### src/rtl/serializador_bits.sv
// Byte FIFO feeding an MSB-first bit serializer for the bit-serial word detector.
// Back-to-back bytes form one gap-free session opened by a single start pulse.
module serializador_bits #(
    parameter int FIFO_DEPTH = 4
) (
    input  logic                          i_clk,
    input  logic                          i_rst,
    input  logic [7:0]                    i_byte_in,
    input  logic                          i_byte_valid,
    output logic                          o_byte_ready,
    input  logic                          i_parar,
    output logic                          o_bit_out,
    output logic                          o_bit_valid,
    output logic                          o_start,
    output logic                          o_ocupado,
    output logic [$clog2(FIFO_DEPTH):0]   o_nivel
);

    localparam int AW = $clog2(FIFO_DEPTH);
    localparam int CW = AW + 1;

    localparam logic [0:0] S_OCIOSO   = 1'b0;
    localparam logic [0:0] S_ENVIANDO = 1'b1;

    logic [7:0]    r_mem [FIFO_DEPTH];
    logic [AW-1:0] r_wr_ptr;
    logic [AW-1:0] r_rd_ptr;
    logic [CW-1:0] r_count;

    logic [0:0]    r_state;
    logic [7:0]    r_sh;
    logic [2:0]    r_cnt;
    logic          r_bit_out;
    logic          r_bit_valid;
    logic          r_start;

    logic          w_full;
    logic          w_empty;
    logic          w_push;
    logic          w_pop;
    logic [7:0]    w_head;

    assign w_full  = (r_count == CW'(FIFO_DEPTH));
    assign w_empty = (r_count == '0);
    assign w_head  = r_mem[r_rd_ptr];

    // Readiness comes from the registered count only: no bypass when full.
    assign o_byte_ready = !w_full && !i_parar && !i_rst;
    assign w_push       = i_byte_valid && o_byte_ready;

    // A byte is taken only when the shifter is idle or on its last bit.
    assign w_pop = !w_empty &&
                   ((r_state == S_OCIOSO) || (r_cnt == 3'd0));

    always_ff @(posedge i_clk) begin
        if (w_push) begin
            r_mem[r_wr_ptr] <= i_byte_in;
        end
    end

    always_ff @(posedge i_clk) begin
        if (i_rst) begin
            r_wr_ptr    <= '0;
            r_rd_ptr    <= '0;
            r_count     <= '0;
            r_state     <= S_OCIOSO;
            r_sh        <= '0;
            r_cnt       <= '0;
            r_bit_out   <= 1'b0;
            r_bit_valid <= 1'b0;
            r_start     <= 1'b0;
        end else if (i_parar) begin
            r_wr_ptr    <= '0;
            r_rd_ptr    <= '0;
            r_count     <= '0;
            r_state     <= S_OCIOSO;
            r_sh        <= '0;
            r_cnt       <= '0;
            r_bit_out   <= 1'b0;
            r_bit_valid <= 1'b0;
            r_start     <= 1'b0;
        end else begin
            if (w_push) begin
                r_wr_ptr <= r_wr_ptr + AW'(1);
            end
            if (w_pop) begin
                r_rd_ptr <= r_rd_ptr + AW'(1);
            end

            unique case ({w_push, w_pop})
                2'b10:   r_count <= r_count + CW'(1);
                2'b01:   r_count <= r_count - CW'(1);
                default: r_count <= r_count;
            endcase

            unique case (r_state)
                S_OCIOSO: begin
                    if (w_pop) begin
                        r_bit_out   <= w_head[7];
                        r_sh        <= {w_head[6:0], 1'b0};
                        r_cnt       <= 3'd7;
                        r_bit_valid <= 1'b1;
                        r_start     <= 1'b1;
                        r_state     <= S_ENVIANDO;
                    end
                end
                S_ENVIANDO: begin
                    if (r_cnt != 3'd0) begin
                        r_bit_out <= r_sh[7];
                        r_sh      <= {r_sh[6:0], 1'b0};
                        r_cnt     <= r_cnt - 3'd1;
                        r_start   <= 1'b0;
                    end else if (w_pop) begin
                        r_bit_out <= w_head[7];
                        r_sh      <= {w_head[6:0], 1'b0};
                        r_cnt     <= 3'd7;
                        r_start   <= 1'b0;
                    end else begin
                        r_bit_out   <= 1'b0;
                        r_bit_valid <= 1'b0;
                        r_start     <= 1'b0;
                        r_state     <= S_OCIOSO;
                    end
                end
                default: begin
                    r_state <= S_OCIOSO;
                end
            endcase
        end
    end

    assign o_bit_out   = r_bit_out;
    assign o_bit_valid = r_bit_valid;
    assign o_start     = r_start;
    assign o_ocupado   = (r_state == S_ENVIANDO);
    assign o_nivel     = r_count;

endmodule

### config.mk
export PLATFORM = sky130hd
export DESIGN_NAME = serializador_bits
export DESIGN_NICKNAME = d
export VERILOG_FILES = /design/src/rtl/serializador_bits.sv
export SDC_FILE = /design/constraint.sdc
export NUM_CORES = 1
export LEC_CHECK = 0
export ABC_AREA = 1
export CAP_MARGIN = 20
export CORE_MARGIN = 2
export CORE_UTILIZATION = 35
export DETAILED_ROUTE_END_ITERATION = 6
export PLACE_DENSITY = 0.62
export SYNTH_ARGS = -nofsm -noshare
export SYNTH_HDL_FRONTEND = slang
export SYNTH_SLANG_ARGS = --single-unit
### constraint.sdc
create_clock -name i_clk -period 3.7 [get_ports i_clk]
set_input_delay 0.555 -clock i_clk [delete_from_list [all_inputs] [get_ports i_clk]]
set_output_delay 0.555 -clock i_clk [all_outputs]
set_load 0.005 [all_outputs]
# Yosys cells after proc, flatten, opt, wreduce, memory -nomap -nowiden
# Memories as Yosys holds them, arrays and structs flattened. A register that Yosys moved wholly into a read port is not among the register bits.
# Index checks and enable logic that the tools add are counted.
[totals] register_bits=22 latchBits=0 ramBits=32 rom_bits=0 input_bits=12 n_memories=1
[mem_list] memory="r_mem" words=4 width=8 rd=1 rd_clocked_by_memory_dff=1 write_ports=1 line_no="25" rtl="logic [7:0] r_mem [FIFO_DEPTH];"
[op_classes] n_addsub=5 mul=0 n_div=0 magnitude_cmp=0 eq_ne=6 n_shift=0 mux=23 bitwise_logic=1 n_reduce_logical=15
[op_table] operator="$mux W8" n=2
[op_table] operator="$pmux W8 S2" n=1
[op_table] operator="$pmux W3 S2" n=2
[op_table] operator="$mux W1" n=10
[op_table] operator="$pmux W1 S2" n=4
[op_table] operator="$logic_not A3 Y1" n=2
[op_table] operator="$mux W3" n=2
[op_table] operator="$ne A2 B2 Y1 const B" n=3
[op_table] operator="$sub A3 B1 Y3 const B" n=2
[op_table] operator="$add A2 B1 Y2 const B" n=2
[op_table] operator="$logic_and A1 B1 Y1" n=4
[op_table] operator="$logic_not A1 Y1" n=4
[op_table] operator="$mux W2" n=2
[op_table] operator="$add A3 B1 Y3 const B" n=1
[op_table] operator="$eq A3 B3 Y1 const B" n=1
[op_table] operator="$reduce_and A3 Y1" n=1
[op_table] operator="$reduce_bool A3 Y1" n=1
[op_table] operator="$eq A2 B1 Y1 const B" n=1
[op_table] operator="$eq A2 B2 Y1 const B" n=1
[op_table] operator="$reduce_bool A2 Y1" n=1
[op_table] operator="$reduce_or A2 Y1" n=1
[op_table] operator="$logic_or A1 B1 Y1" n=1
[op_table] operator="$not A1 Y1" n=1

# Depth between registers and ports, before layout
# Gate-level depths: netlist of run 1.
[depth] ltp_word=7 ltp_mapped=13 depth_no_buf=13

# Worst setup path after synthesis of run 1
# Ideal clock, no wire load.
[synth_timing] path_type="input-to-reg" from="input port i_rst" to="register r_count[2], in the netlist o_nivel[2]" t_arrival_ns=1.937 required_ns=3.587 path_slack_ns=1.651 path_stages=10 cell_sequence="inv_1 -> nand2_2 -> inv_1 -> nand3_2 -> ha_1 -> fa_1 -> o21ai_0 -> a21oi_1 -> nor2_1 -> nor2_1"
[synth_via] elab_chain_len=5 elab_cells_between_ends=8 classes_between="eq/ne (2); mux (1); reduce/logical (5)"
[synth_lines] item="start, declared" line_no="7" rtl="input logic i_rst,"
[synth_lines] item="$logic_not A1 Y1" line_no="48" rtl="assign o_byte_ready = !w_full && !i_parar && !i_rst;"
[synth_lines] item="$logic_and A1 B1 Y1" line_no="48"
[synth_lines] item="$logic_and A1 B1 Y1" line_no="49" rtl="assign w_push = i_byte_valid && o_byte_ready;"
[synth_lines] item="$eq A2 B1 Y1 / $eq A2 B2 Y1 (equally long branches)" line_no="90" rtl="unique case ({w_push, w_pop})"
[synth_lines] item="$pmux W3 S2 / $reduce_bool A2 Y1 (equally long branches)"
[synth_lines] item="end signal, assigned" line_no="91" rtl="2'b10: r_count <= r_count + CW'(1);"
[synth_lines] item="end signal, assigned" line_no="92" rtl="2'b01: r_count <= r_count - CW'(1);"
[synth_lines] item="end signal, assigned" line_no="93" rtl="default: r_count <= r_count;"
[synth_lines] item="end, declared" line_no="28" rtl="logic [CW-1:0] r_count;"
# Several ways; a longest one is shown, not always the timed one.
# A chain may end at the register's enable or synchronous reset.

# Worst setup path after layout of run 1
[layout_timing] from="input port i_rst" to="output port o_byte_ready"
[layout_via] elab_chain_len=2
[layout_lines] item="$logic_not A1 Y1" line_no="48"
[layout_lines] item="$logic_and A1 B1 Y1" line_no="48"
[layout_lines] item="end, declared" line_no="10" rtl="output logic o_byte_ready,"
# Every way passes these cells.

==> qor.log, run 1 <==
qor: global_routing.grt_overflow 0
qor: clocking.postCtsSetupRepairBufs 0
qor: global_routing.first_pass_grt_wire_length 7.182 mm
qor: clocking.cts_repair_resizes 0
qor: sta.timing.setup.tns 0 ns
qor: logic_synthesis.synth_top_cells_by_area sky130_fd_sc_hd__edfxtp_1 (39%), sky130_fd_sc_hd__dfxtp_1 (19%), sky130_fd_sc_hd__nand2_1 (7.0%), sky130_fd_sc_hd__inv_1 (6.7%), sky130_fd_sc_hd__ha_1 (3.5%)
qor: sta.fin_skew 0.009323 ns
qor: global_routing.initial_antenna_violation_count 0
qor: critical_path.setup.worst_path.start_class primary input
qor: critical_path.critical_path.slowest_cell sky130_fd_sc_hd__clkdlybuf4s50_1
qor: clocking.ctsHtreeMaxLevel 2
qor: critical_path.timing_worst_setup_path_type primary input to output pin
qor: logic_synthesis.synth-seq-area-share 58.21%
qor: hold_path.holdCritPathClass register to register
qor: power.power_switching_share 23.59%
qor: sta.slew_headroom 47.21%
qor: critical_path.timing.critical_path.required 3.14 ns
qor: global_routing.grt_max_degree 24
qor: logic_synthesis.synth_cell_types 26
qor: final_layout.nets 298
qor: clocking.cts-buffers-inserted 5
qor: place.routabilityCongestion 0.7178
qor: place.placement.io_buffers 19
qor: final_layout.drive_gt1_share 10.39%
qor: drt.num_vias 1625
qor: final_layout.final_cell_mix sky130_fd_sc_hd__nand2_1 (46), sky130_fd_sc_hd__inv_1 (44), sky130_fd_sc_hd__edfxtp_1 (32)
qor: final_layout.antenna_cells_inserted 0
qor: power.internal_power_contribution 0.8334 mW
qor: power.p_switching 0.2573 mW
qor: floorplanning.die_y 88.11 µm
qor: logic_synthesis.syn_nets 277
qor: sta.timing.final.max_slew_violations 0
qor: final_layout.commonest_non_fill_non_tap_cell_in_the_layout sky130_fd_sc_hd__nand2_1
qor: critical_path.critical_path.max_fanout 18
qor: floorplanning.die_x 88.11 µm
qor: drt.detail_route.first_pass.iterations 4
qor: clocking.clk_pin_slew 0.10 ns
qor: critical_path.arrival 2.04 ns
qor: power.power.share.sequential 61.6%
qor: drt.post-route-drc-count 0
qor: logic_synthesis.syn-mean-instance-area 9.635 µm²
qor: logic_synthesis.yosysWarningCount 0
qor: drt.antenna_left 0
qor: sta.fmax 385.3 MHz
qor: final_layout.syn2layout_area_growth 14.96%
qor: floorplanning.core_region_area 0.006832 mm²
qor: global_routing.groute.usage.overall 12.23%
qor: place.detailed_place_hpwl 3.010 mm
qor: place.postPlaceCellArea 0.002755 mm²
qor: logic_synthesis.netlist.top_cell.by_area sky130_fd_sc_hd__edfxtp_1
qor: clocking.cts_hold_buffers 0
qor: sta.period_minus_slack 2.595 ns
qor: final_layout.design_area 0.002846 mm²
qor: outcome.outcome finished clean
qor: critical_path.type_of_element_capturing_the_critical_path output pin
qor: sta.grt_setup_unrepaired false
qor: floorplanning.num_io_pins 20
qor: clocking.insertion_delay 0.31 ns
qor: final_layout.layout.filler_cells 710
qor: drt.post_drt_wl_per_cell 11.42 µm
qor: power.combinationalPowerShare 6.9%
qor: clocking.cts_num_sinks 56
qor: sta.setup_viol_count_final 0
qor: drt.finalWirelength 4.281 mm
qor: logic_synthesis.yosysTopAreaCellShare 38.81%
qor: power.power.leakage 1.123 nW
qor: logic_synthesis.ys_ff_latch 56
qor: critical_path.crit_path_frequent_cell sky130_fd_sc_hd__clkdlybuf4s50_1
qor: sta.report.final.hold_viol_count 0
qor: logic_synthesis.synth_area 0.002476 mm²
qor: drt.detailedRoute.firstIterationViolations 68
qor: critical_path.list_of_cells_traversed_by_the_critical_path clkdlybuf4s50_1, inv_1, nand2_2, a21oi_1, clkdlybuf4s50_1
qor: floorplanning.placement_row_count 30
qor: floorplanning.floorplan.die_area 0.007763 mm²
qor: sta.timing.final.crit_share 70.14%
qor: drt.vias_per_cell 4.333
qor: logic_synthesis.post_synth_inst_count 257
qor: job.max_cap_violations 0
qor: power.power.ir.vdd_worst 0.0002236 V
qor: power.cellPowerDensity 383.2 mW/mm²
qor: clocking.cts_tree built
qor: clocking.clock-root-buffer sky130_fd_sc_hd__clkbuf_8
qor: power.pwr-share-clk 31.5%
qor: global_routing.grt_pass1_vias 1520
qor: floorplanning.floorplan.initialDensity 36.25%
qor: clocking.clock_path_buffers 2
qor: critical_path.peak_per_stage_delay_on_the_critical_path 0.54 ns
qor: sta.max_slew.worst_pin.slew 0.7889 ns
synth_stat cells:
master and instances:
sky130_fd_sc_hd__a31oi_1 1, sky130_fd_sc_hd__o21ai_0 9, sky130_fd_sc_hd__dfxtp_1 24, sky130_fd_sc_hd__a21oi_4 1, sky130_fd_sc_hd__nand3_2 1, sky130_fd_sc_hd__a21oi_2 7, sky130_fd_sc_hd__o21ai_1 1, sky130_fd_sc_hd__edfxtp_1 32
sky130_fd_sc_hd__nor2_4 2, sky130_fd_sc_hd__inv_1 44, sky130_fd_sc_hd__xor2_1 2, sky130_fd_sc_hd__buf_6 1, sky130_fd_sc_hd__nor3_1 2, sky130_fd_sc_hd__nor4_1 1, sky130_fd_sc_hd__ha_1 7, sky130_fd_sc_hd__nand2_4 2
sky130_fd_sc_hd__nand2_1 46, sky130_fd_sc_hd__nand3_1 16, sky130_fd_sc_hd__o211ai_1 1, sky130_fd_sc_hd__buf_2 4, sky130_fd_sc_hd__nor2_1 22, sky130_fd_sc_hd__fa_1 1, sky130_fd_sc_hd__o21bai_1 6, sky130_fd_sc_hd__inv_2 4
sky130_fd_sc_hd__nand2_2 4, sky130_fd_sc_hd__a21oi_1 16
critical path: cells and delay by family:
family	cells	cell delay, ns
AOI/OAI and AO/OA	1	0.27
buffers and inverters	3	1.01
and+or+nand+nor	1	0.20
sequential cells by signal, indices dropped and copies added (netlist names), named ones only:
register	count
o_nivel	3
r_rd_ptr	2
o_start	1
r_wr_ptr	2
r_cnt	3
r_mem	32
r_sh	8
o_bit_out	1
o_bit_valid	1
o_ocupado	1
cells by family after synthesis:
group           synth area share, %
simple gates                  17.43
fa+ha+maj                     4.345
xor+xnor                     0.7076
compound gates                10.76
flops                         58.21
buf+inv                       8.540
power groups by stage:
stage | logic (mW) | clock network (mW) | registers, mW
final | 0.0758 | 0.343 | 0.672
after global routing | 0.0862 | 0.376 | 0.673
after CTS | 0.0772 | 0.353 | 0.672
after detailed placement | 0.0768 | 0 | 0.686
after global placement | 0.0755 | 0 | 0.686
after floorplan | 0.0488 | 0 | 0.684
layer usage:
layer	share of wire (%)	track usage (%)	vias to the layer above	routed length (µm)
li1	-	-	867	-
met1	48	15.74	733	2050
met2	47	19.90	19	2024
met3	3.0	2.922	6	130
met4	1.8	4.959	0	76
met5	0	0	-	0
per-stage QoR:
| step | hold WS (ns) | utilization, % | worst slack [ns] | power (mW) | cells |
|---|---|---|---|---|---|
| final | 0.4507 | 41.67 | 1.105 | 1.091 | 375 |
| after floorplan | 0.4236 | - | 1.651 | 0.7328 | 257 |
| after CTS | 0.4509 | 41.67 | 1.072 | 1.102 | 375 |
| after detailed placement | 0.4356 | 40.33 | 0.8173 | 0.7629 | 367 |
| after global placement | 0.4337 | 40.33 | 0.8868 | 0.7613 | 367 |
| after global routing | 0.5131 | 41.67 | 0.9659 | 1.135 | 375 |
final timing paths:
path	start	end	slack [ns]	depth (start not counted)
min reg2reg	r_sh[0]	r_sh[0]	0.45	2
max	i_rst	o_byte_ready	1.10	5
min	r_sh[0]	r_sh[0]	0.45	2
max reg2reg	r_cnt[0]	o_nivel[2]	1.41	13
layout make-up:
class                           count  area, µm²  share of cell area [%]
Inverter                           48      180.2                   6.330
Clock inverter                      3      22.52                  0.7912
Clock buffer                        5      68.82                   2.418
Tap cell                           96      120.1                   4.220
Sequential cell                    56       1441                   50.64
Multi-Input combinational cell    148      823.3                   28.92
Timing Repair Buffer               19      190.2                   6.681
No activity file was read; power rests on OpenSTA's default activity.
==> inputs of run 2 (changes only) <==
Clock period 3.7 ns to 2.4 ns, I/O delays scaled along.
==> run 2 against run 1 <==
Against the previous run: sequential power up 53%; worst hold slack better by 0.016 ns; clock power grew 86%; combinational power rose by 68%; count of clock-buffer cells in the layout is 3 higher; first-iteration DRC count grew 10%; die area unchanged; core utilization increased by 1.6 points; sequential cell count stayed put; sequential share of layout area is 1.8 points lower; global-route usage rose by 0.99 points; via count is 1.3% higher; highest routed layer unchanged.
==> qor.log, run 2 (synthesis results as in run 1) <==
qor: outcome.outcome finished clean
qor: hold_path.holdCritPathClass register to register
qor: final_layout.commonest_non_fill_non_tap_cell_in_the_layout sky130_fd_sc_hd__nand2_1
qor: floorplanning.placement_row_count 30
qor: final_layout.design_area 0.002953 mm²
qor: clocking.postCtsSetupRepairBufs 0
qor: drt.antenna_left 0
qor: final_layout.layout_top_registers r_mem (32), r_sh (8)
qor: final_layout.utilization 43.22%
qor: critical_path.arrival 2.40 ns
qor: power.power.leakage 1.191 nW
qor: clocking.clock-root-buffer sky130_fd_sc_hd__clkbuf_8
qor: drt.detail_route.first_pass.iterations 4
qor: sta.grt_setup_unrepaired false
qor: sta.min_setup_slack_post_route 0.2609 ns
qor: global_routing.grt_max_degree 24
qor: global_routing.initial_antenna_violation_count 0
qor: floorplanning.die_y 88.11 µm
qor: clocking.cts_hold_buffers 0
qor: critical_path.timing_worst_setup_path_type register to register
qor: place.placed_cells_incl_taps 377
qor: floorplanning.core_region_area 0.006832 mm²
qor: drt.vias_per_cell 4.275
qor: critical_path.setup.worst_path.start_class register
qor: global_routing.grt_pass1_vias 1673
qor: floorplanning.num_io_pins 20
qor: drt.detailedRoute.firstIterationViolations 75
qor: sta.fin_skew 0.01044 ns
qor: place.routabilityCongestion 0.7230
qor: drt.finalWirelength 4.368 mm
qor: global_routing.grt_overflow 0
qor: final_layout.layout.filler_cells 689
qor: critical_path.type_of_element_capturing_the_critical_path register
qor: sta.timing.final.max_slew_violations 0
qor: final_layout.antenna_cells_inserted 0
qor: clocking.clk_pin_slew 0.10 ns
qor: clocking.cts_tree built
qor: clocking.ctsHtreeMaxLevel 2
qor: sta.slew_headroom 62.97%
qor: critical_path.timing.critical_path.required 2.66 ns
qor: global_routing.groute.usage.overall 13.22%
qor: final_layout.registers.top_by_ff_count r_mem
qor: sta.report.final.hold_viol_count 0
qor: sta.setup_viol_count_final 0
qor: final_layout.drive_gt1_share 13.15%
qor: clocking.cts_num_sinks 56
qor: clocking.cts_repair_resizes 0
qor: final_layout.final_cell_mix sky130_fd_sc_hd__nand2_1 (46), sky130_fd_sc_hd__inv_1 (44), sky130_fd_sc_hd__edfxtp_1 (32)
qor: place.placement.io_buffers 19
qor: place.detailed_place_hpwl 3.068 mm
qor: clocking.cts-buffers-inserted 5
qor: clocking.clock_path_buffers 2
qor: drt.post_drt_wl_per_cell 11.35 µm
qor: floorplanning.floorplan.initialDensity 36.25%
qor: floorplanning.die_x 88.11 µm
qor: critical_path.critical_path.max_fanout 7
qor: final_layout.final_cells 385
qor: drt.post-route-drc-count 0
qor: power.report.power.total 1.796 mW
qor: job.max_cap_violations 0
qor: place.postPlaceCellArea 0.002830 mm²
qor: final_layout.number_of_flip_flops_under_the_largest_register_name 32
qor: sta.timing.setup.tns 0 ns
qor: final_layout.nets 308
qor: sta.period_minus_slack 2.139 ns
qor: sta.timing.final.crit_share 89.13%
qor: sta.fmax 467.5 MHz
qor: sta.worst_hold_margin 0.4668 ns
qor: floorplanning.floorplan.die_area 0.007763 mm²
qor: place.worst_slack_placed 0.1648 ns
qor: sta.max_slew.worst_pin.slew 0.5547 ns
qor: power.power.ir.vdd_worst 0.0002620 V
qor: clocking.insertion_delay 0.31 ns
qor: power.cellPowerDensity 608.1 mW/mm²
qor: drt.num_vias 1646
qor: final_layout.syn2layout_area_growth 19.25%
qor: global_routing.first_pass_grt_wire_length 7.728 mm
## run 2: changes by cell type in the layout (fill, tap and decap cells not counted), sizes merged
cell / change
buf: +10
clkinvlp: -1
inv: -1
clkinv: -1
clkbuf: +3
## run 2: report_power, final
part / internal [mW] / total (mW) / switching (mW)
Sequential: 1.03 / 1.03 / 0.00690
Clock: 0.334 / 0.637 / 0.303
Combinational: 0.0562 / 0.127 / 0.0706
## run 2: area by class of cell
| cell class | instances | area [µm²] | share of cell area (%) |
|---|---|---|---|
| clock buffers | 8 | 122.6 | 4.153 |
| inverters | 48 | 180.2 | 6.102 |
| multi-input cells | 148 | 823.3 | 27.88 |
| flip-flops and latches | 56 | 1441 | 48.81 |
| well taps | 96 | 120.1 | 4.068 |
| repair buffers | 29 | 265.3 | 8.983 |
## run 2: final timing paths
check	startpoint	end	slack [ns]	cells after the start
worst max-delay path	r_cnt[0]	o_nivel[2]	0.26	13
worst min-delay path	r_sh[0]	r_sh[0]	0.47	2
worst max register to register	r_cnt[0]	o_nivel[2]	0.26	13
worst min register to register	r_sh[0]	r_sh[0]	0.47	2
## run 2: worst max-delay path, cell delays in order (launching register included)
cell                      delay (ns)
sky130_fd_sc_hd__dfxtp_1        0.33
sky130_fd_sc_hd__inv_1          0.07
sky130_fd_sc_hd__ha_1           0.25
sky130_fd_sc_hd__nand2_2        0.13
sky130_fd_sc_hd__nand2_2        0.14
sky130_fd_sc_hd__nand2_4        0.09
sky130_fd_sc_hd__inv_2          0.05
sky130_fd_sc_hd__ha_1           0.21
sky130_fd_sc_hd__fa_1           0.38
sky130_fd_sc_hd__o21ai_0        0.16
sky130_fd_sc_hd__a21oi_1        0.08
sky130_fd_sc_hd__nand2_1        0.07
sky130_fd_sc_hd__nand2_1        0.05
sky130_fd_sc_hd__nor2_1         0.08
## run 2: routing by layer
layer	GRT usage, %	part of all wire [%]	vias to the layer above	routed length (µm)
met5	0	0	-	0
met4	6.474	2.9	0	128
met3	3.110	3.5	9	152
met2	21.14	46	31	1999
met1	16.88	48	723	2088
li1	-	-	883	-
==> inputs of run 3 (changes only) <==
Settings changed: CAP_MARGIN 20 to default.
==> results of run 3 <==
Final layout, timing and power as in run 2 (identical DEF).
